### config.mk
export PLATFORM = sky130hd
export DESIGN_NAME = tlc_phase_scheduler
export DESIGN_NICKNAME = d
export VERILOG_FILES = /design/src/rtl/tlc_phase_scheduler.sv
export SDC_FILE = /design/constraint.sdc
export NUM_CORES = 1
export LEC_CHECK = 0
export BUFFER_PORTS_ARGS = -buffer_cell sky130_fd_sc_hd__buf_2
export CAP_MARGIN = 30
export CORE_MARGIN = 5
export CORE_UTILIZATION = 40
export DETAILED_ROUTE_END_ITERATION = 16
export GPL_TIMING_DRIVEN = 1
export PLACE_DENSITY = 0.69
export SYNTH_ARGS = -nofsm -noshare
export SYNTH_HDL_FRONTEND = slang
export SYNTH_SLANG_ARGS = --single-unit
### constraint.sdc
create_clock -name clk -period 2.2 [get_ports clk]
set_input_delay 0.44 -clock clk [delete_from_list [all_inputs] [get_ports clk]]
set_output_delay 0.44 -clock clk [all_outputs]
set_load 0.02 [all_outputs]
### src/rtl/tlc_phase_scheduler.sv
// Demand-driven traffic phase sequencer: main road, side road, pedestrian
// crossing, with emergency pre-emption onto a held main-green phase.
// Phase timers advance on the external tick enable; lamps decode the
// registered phase so there is no input-to-output combinational path.
module tlc_phase_scheduler #(
    parameter int CW         = 4,
    parameter int MIN_GREEN  = 7,
    parameter int SIDE_GREEN = 5,
    parameter int YELLOW     = 2,
    parameter int ALL_RED    = 1,
    parameter int WALK       = 4
) (
    input  logic       clk,
    input  logic       rst,
    input  logic       tick,
    input  logic       side_req,
    input  logic       ped_req,
    input  logic       emg_req,
    output logic [2:0] phase,
    output logic [2:0] light_main,
    output logic [2:0] light_side,
    output logic       walk,
    output logic       phase_start,
    output logic       side_pend,
    output logic       ped_pend
);

    typedef enum logic [2:0] {
        P_MAIN_G = 3'd0,
        P_MAIN_Y = 3'd1,
        P_RED_A  = 3'd2,
        P_SIDE_G = 3'd3,
        P_SIDE_Y = 3'd4,
        P_RED_B  = 3'd5,
        P_WALK   = 3'd6,
        P_EMG    = 3'd7
    } phase_t;

    localparam logic [2:0] L_GRN = 3'b001;
    localparam logic [2:0] L_YEL = 3'b010;
    localparam logic [2:0] L_RED = 3'b100;

    // Last counter value of each timed phase (exit happens on the tick seen there)
    localparam logic [CW-1:0] MG_LAST = CW'(MIN_GREEN - 1);
    localparam logic [CW-1:0] SG_LAST = CW'(SIDE_GREEN - 1);
    localparam logic [CW-1:0] Y_LAST  = CW'(YELLOW - 1);
    localparam logic [CW-1:0] AR_LAST = CW'(ALL_RED - 1);
    localparam logic [CW-1:0] WK_LAST = CW'(WALK - 1);

    phase_t        cur, nxt;
    logic [CW-1:0] cnt;
    logic          chg;
    logic          ent_side, ent_walk;

    // Next-phase selection; emergency checks are per clk, timers per tick
    always_comb begin
        nxt = cur;
        case (cur)
            P_MAIN_G: begin
                if (emg_req)
                    nxt = P_EMG;
                else if (tick && cnt >= MG_LAST && (side_pend || ped_pend))
                    nxt = P_MAIN_Y;
            end
            P_MAIN_Y: if (tick && cnt == Y_LAST) nxt = P_RED_A;
            P_RED_A: begin
                if (tick && cnt == AR_LAST)
                    nxt = emg_req ? P_EMG : (side_pend ? P_SIDE_G : P_WALK);
            end
            P_SIDE_G: if (emg_req || (tick && cnt == SG_LAST)) nxt = P_SIDE_Y;
            P_SIDE_Y: if (tick && cnt == Y_LAST) nxt = P_RED_B;
            P_RED_B: begin
                if (tick && cnt == AR_LAST)
                    nxt = emg_req ? P_EMG : (ped_pend ? P_WALK : P_MAIN_G);
            end
            P_WALK:   if (emg_req || (tick && cnt == WK_LAST)) nxt = P_RED_B;
            P_EMG:    if (!emg_req) nxt = P_MAIN_G;
            default:  nxt = P_RED_B;
        endcase
    end

    assign chg      = (nxt != cur);
    assign ent_side = chg && (nxt == P_SIDE_G);
    assign ent_walk = chg && (nxt == P_WALK);

    // Phase register plus the one-cycle start pulse that follows every change
    always_ff @(posedge clk or posedge rst) begin
        if (rst) begin
            cur         <= P_RED_B;
            phase_start <= 1'b0;
        end else begin
            cur         <= nxt;
            phase_start <= chg;
        end
    end

    // Tick counter: cleared on phase change, otherwise saturating count of ticks
    always_ff @(posedge clk or posedge rst) begin
        if (rst)
            cnt <= '0;
        else if (chg)
            cnt <= '0;
        else if (tick && cnt != '1)
            cnt <= cnt + CW'(1);
    end

    // Demand latches; a request in the same cycle as the clearing entry wins
    always_ff @(posedge clk or posedge rst) begin
        if (rst) begin
            side_pend <= 1'b0;
            ped_pend  <= 1'b0;
        end else begin
            side_pend <= side_req || (side_pend && !ent_side);
            ped_pend  <= ped_req  || (ped_pend  && !ent_walk);
        end
    end

    assign phase = cur;

    // Lamp decode from the registered phase only
    always_comb begin
        light_main = L_RED;
        light_side = L_RED;
        walk       = 1'b0;
        case (cur)
            P_MAIN_G: light_main = L_GRN;
            P_MAIN_Y: light_main = L_YEL;
            P_SIDE_G: light_side = L_GRN;
            P_SIDE_Y: light_side = L_YEL;
            P_WALK:   walk       = 1'b1;
            P_EMG:    light_main = L_GRN;
            default: ;
        endcase
    end

endmodule

# Yosys cells after proc, flatten, opt, wreduce, memory -nomap -nowiden
# Index checks and enable logic that the tools add are counted.
dict set report totals {
  ff_bits 10
  wordCells 62
  in_bits 6
  output_inout_bits 13
}
dict set report op_classes {
  addsub 1
  n_eq_ne 14
  n_lt_le_gt_ge 1
  reduce_logical 22
  mux 19
}
# operator n
set op_table {}
lappend op_table {{3-bit two-way mux} 13}
lappend op_table {{3-bit one-hot mux with 8 select lines} 1}
lappend op_table {{3-bit == test, second input constant} 5}
lappend op_table {{3-bit one-hot mux with 2 select lines} 2}
lappend op_table {{1-bit logical AND} 11}
lappend op_table {{3-bit by 2-bit == test with 1-bit output, second input constant} 3}
lappend op_table {{4-bit two-way mux} 2}
lappend op_table {{1-bit logical OR} 5}
lappend op_table {{4-bit by 1-bit adder with 4-bit output, second input constant} 1}
lappend op_table {{4-bit by 1-bit == test with 1-bit output, second input constant} 1}
lappend op_table {{4-bit by 2-bit == test with 1-bit output, second input constant} 1}
lappend op_table {{4-bit by 3-bit == test with 1-bit output, second input constant} 1}
lappend op_table {{4-bit by 3-bit >= comparator with 1-bit output, second input constant} 1}
lappend op_table {{4-bit zero test} 1}
lappend op_table {{4-bit inequality test, second input constant} 1}
lappend op_table {{3-bit by 1-bit == test with 1-bit output, second input constant} 1}
lappend op_table {{3-bit zero test} 1}
lappend op_table {{3-bit inequality test} 1}
lappend op_table {{1-bit zero test} 2}
lappend op_table {{2-bit nonzero test} 1}
lappend op_table {{2-bit OR reduction} 1}
lappend op_table {{1-bit two-way mux} 1}

# Longest topological paths before layout
dict set report logic_depth {
  depth_word 11
  depth_mapped 8
  ltp_nobuf 8
}

# Worst setup path before layout
# OpenSTA, ideal clock, no wires.
dict set report synth_timing {
  path_type {register to output}
  from {register cur[0], in the netlist phase[0]}
  to {output port light_side[2]}
  path_buffers 1
  t_required_ps 1760
  path_stages_with_launch 5
  path_slack_ps 61
  arrival_time_ps 1699
  cell_sequence {dfstp_2 > buf_4 > inv_1 > nor3_1 > nor2_1}
}
dict set report synth_via {
  elab_chain_len 2
  elab_cells_between_ends 3
  classes_between {eq/ne: 2; mux: 1}
}
# item line_no
set synth_lines {}
lappend synth_lines {{start: declaration} 50} ;# phase_t cur, nxt;
lappend synth_lines {{start signal: assignment} 92} ;# cur <= nxt;
lappend synth_lines {{3-bit == test / 3-bit by 2-bit == test with 1-bit output (equally long branches)} 125} ;# case (cur)
lappend synth_lines {{3-bit one-hot mux with 2 select lines (*)} 125}
lappend synth_lines {{end: declaration} 21} ;# output logic [2:0] light_side,
# Mark *: on every way between the ends. The rest lies on a longest branch, timed or not.

# Worst setup path after layout
dict set report layout_timing {
  from {register cnt[0]}
  to {register side_pend}
}
dict set report layout_via {
  elab_chain_len 11
  elab_cells_between_ends 28
  classes_between {order compare: 1; eq/ne: 5; mux: 9; reduce/logical: 13}
}
# item line_no
set layout_lines {}
lappend layout_lines {{start: declaration} 51} ;# logic [CW-1:0] cnt;
lappend layout_lines {{start signal: assignment} 104} ;# cnt <= cnt + CW'(1);
lappend layout_lines {{4-bit by 3-bit >= comparator with 1-bit output} 62} ;# else if (tick && cnt >= MG_LAST && (side_pend || ped_pend))
lappend layout_lines {{1-bit logical AND (2 in series)} 62}
lappend layout_lines {{3-bit two-way mux} 62}
lappend layout_lines {{3-bit two-way mux} 60} ;# if (emg_req)
lappend layout_lines {{3-bit one-hot mux with 8 select lines (*)} 58} ;# case (cur)
lappend layout_lines {{3-bit inequality test / 3-bit by 2-bit == test with 1-bit output (equally long branches)} {82, 83}}
lappend layout_lines {{1-bit logical AND (*)} 83} ;# assign ent_side = chg && (nxt == P_SIDE_G);
lappend layout_lines {{1-bit zero test (*)} 113} ;# side_pend <= side_req || (side_pend && !ent_side);
lappend layout_lines {{1-bit logical AND (*)} 113}
lappend layout_lines {{1-bit logical OR (*)} 113}
lappend layout_lines {{end signal: assignment} 113}
lappend layout_lines {{end: declaration} 24} ;# output logic side_pend,
# Marks and branches as above.
# A chain may end at the register's enable or synchronous reset.

==> impl_metrics.json <==
{
  "status": "completed",
  "synth-compound-area-share_pct": 30.78,
  "dp_hpwl_um": 1778,
  "required_ns": 2.33,
  "synthTopCellsByArea": "dfrtp_1, dfstp_2, ha_1",
  "grtUsageTotal_pct": 13.59,
  "route.detailed.drc": 0,
  "wl_per_cell_um": 15.38,
  "finalPower_w": 0.001747,
  "p_per_area_nw_per_um2": 1488,
  "cp_max_fo": 4,
  "syn_nets": 117,
  "io_buffer_count": 18,
  "cts_hold_buf": 0,
  "cts_tree": "yes",
  "drtIter0Drc": 25,
  "hold_path.class": "input port to asynchronous set/reset pin",
  "fin_cells": 153,
  "antennaDiodeCount": 0,
  "ys_warn_count": 0,
  "fin_util_pct": 47.37,
  "leakagePower_nw": 0.4504,
  "htreeDepth": 1,
  "cts_sinks": 10,
  "pin_count": 19,
  "setup_viol": 0,
  "ir_worst_vdd_mv": 0.8466,
  "die_x_um": 60.71,
  "vias": 877,
  "synth_simple_gate_area_share_pct": 27.86,
  "r2r_slack_ns": 0.09,
  "coreArea_um2": 2477,
  "synthCells": 107,
  "worstRegToRegCells": 7,
  "fin_skew_ns": 0.008992,
  "ys_ff_latch": 10,
  "synthXorXnorAreaFrac_pct": 0.8516,
  "synth_top_family_by_area": "compound AO/OA/AOI/OAI gates",
  "synth-main-ff-cell": "dfrtp_1",
  "cp_data_arrival_time_ns": 2.24,
  "dp_cells": 149,
  "synth.top_cell.area_share_pct": 19.46,
  "regArea_um2": 254.0,
  "netlist_area_um2": 1028,
  "holdWs_ns": 0.1443,
  "numCtsBuffers": 3,
  "synth_mux_area_share_pct": 0.9732,
  "synth-edff-count": 0,
  "max_freq_mhz": 474.7,
  "cp-start-kind": "flip-flop",
  "synth-seq-area-share_pct": 24.57,
  "clk_latency_ns": 0.26,
  "slew_headroom_pct": 65.54,
  "rsz0062_at_grt": "false",
  "grt_overflow": 0,
  "dieHeight_um": 60.71,
  "cts_root_buf": "clkbuf_4",
  "clock_path_buffers": 2,
  "nNetsFinal": 134,
  "synthTopCellsByCount": "nor2_1, dfrtp_1, inv_1, nor3_1, a21oi_1",
  "finalMaxSlewViolations": 0,
  "clkTransAtPathRegs_ns": 0.06,
  "drive_gt1_share_pct": 37.40,
  "yosys.area.top_type": "dfrtp_1",
  "area_delta_synth_final_pct": 14.11,
  "grt_max_degree": 14,
  "r2r-start": "cnt[0]$_DFFE_PP0P_",
  "multiInputGateArea_um2": 719.4,
  "path_class": "flip-flop to flip-flop",
  "postRouteAntennaNets": 0,
  "synthMostInstantiatedCell": "nor2_1",
  "antenna_found_initial": 0,
  "floorplan.initialDensity_pct": 41.52,
  "drtPass1Iterations": 5,
  "dieArea_um2": 3685,
  "drt_wl_total_um": 2353,
  "cp-end-kind": "flip-flop",
  "rows": 18,
  "ys_async_sr_fraction_pct": 100.0,
  "worst_pin_slew_ns": 0.5170,
  "fill_cells": 256,
  "grt_pass1_vias": 846,
  "synthAdderAreaFrac_pct": 4.866,
  "fin_setup_tns_ns": 0,
  "grt_pass1_wl_um": 3850,
  "postSynthAreaPerCell_um2": 9.612,
  "fin_crit_sh_pct": 95.76,
  "post_drt_via_cell_ratio": 5.732,
  "maxCapViolCount": 0,
  "r2r-end": "side_pend$_DFF_PP0_",
  "final_hold_viol_count": 0,
  "yosys.cell_types.count": 53,
  "gp_congestion": 0.8385,
  "fin_crit_ns": 2.107
}
-- layout by cell type (no fill, tap or decap), drive strengths merged, types with 4 or more instances in the layout --
master	instances
buf	20
nor2	10
dfrtp	8
inv	7
nor3	7
a21oi	6
o21ai	6
nand2	4
ha	4
clkbuf	4
-- kinds of logic after synthesis --
| logic type | count (synthesis) |
|---|---|
| simple gates | 44 |
| compound gates | 31 |
| buf+inv | 16 |
| flops | 10 |
| fa+ha+maj | 4 |
| xor+xnor | 1 |
| mux | 1 |
-- worst max path at each step --
stage                                  start             endpoint  slack (ns)
after floorplan           phase[0]$_DFF_PP1_        light_side[2]        0.06
after global placement    cnt[0]$_DFFE_PP0P_  side_pend$_DFF_PP0_        0.14
after detailed placement  cnt[0]$_DFFE_PP0P_  side_pend$_DFF_PP0_        0.09
after CTS                 cnt[0]$_DFFE_PP0P_  side_pend$_DFF_PP0_        0.06
after global routing      cnt[0]$_DFFE_PP0P_  side_pend$_DFF_PP0_       0.001
final                     cnt[0]$_DFFE_PP0P_  side_pend$_DFF_PP0_        0.09
-- state kept, by name, indices dropped and copies added (netlist names) --
register,flops
phase_start,1
phase,3
ped_pend,1
cnt,4
side_pend,1
-- critical path: stages (launching register included) --
cell and delay [ns]:
dfrtp_1 0.41, inv_1 0.17, ha_4 0.19, nand2b_1 0.11, o41ai_4 0.34, o32ai_4 0.18
a211o_1 0.29, o32a_1 0.28
-- area by class of cell --
cell class                      count  share of cell area, %
Multi-Input combinational cell     81                  61.30
Sequential cell                    10                  21.64
Timing Repair Buffer               20                  8.955
Tap cell                           30                  3.198
Inverter                            8                  2.665
Clock buffer                        4                  2.239
-- through the flow --
stage / setup WS, ns / area [µm²]
2_1_floorplan: 0.06129 / 1028
5_1_grt: 0.001089 / 1174
3_3_place_gp: 0.1391 / 1099
4_1_cts: 0.06017 / 1125
3_5_place_dp: 0.08828 / 1099
6_report: 0.09332 / 1174
-- layer usage --
layer	global-route usage, %	share of wire [%]
met5	0	0
met4	6.192	0.64
met3	1.702	2.9
met2	20.46	50
met1	19.33	47
-- report_power, final --
| group | internal [W] | switching (W) |
|---|---|---|
| sequential | 0.000273 | 0.000140 |
| combinational | 0.000496 | 0.000713 |
| clock | 0.0000696 | 0.0000551 |
| total | 0.000839 | 0.000908 |
-- repair_timing --
action | 4_1_cts | 5_1_grt
setup buffers | 0 | 0
endpoints found under the setup margin | 0 | 8
resized for setup | 0 | 7
hold endpoints to repair | 0 | 0
Note: power is estimated with default switching activity, not from simulation.
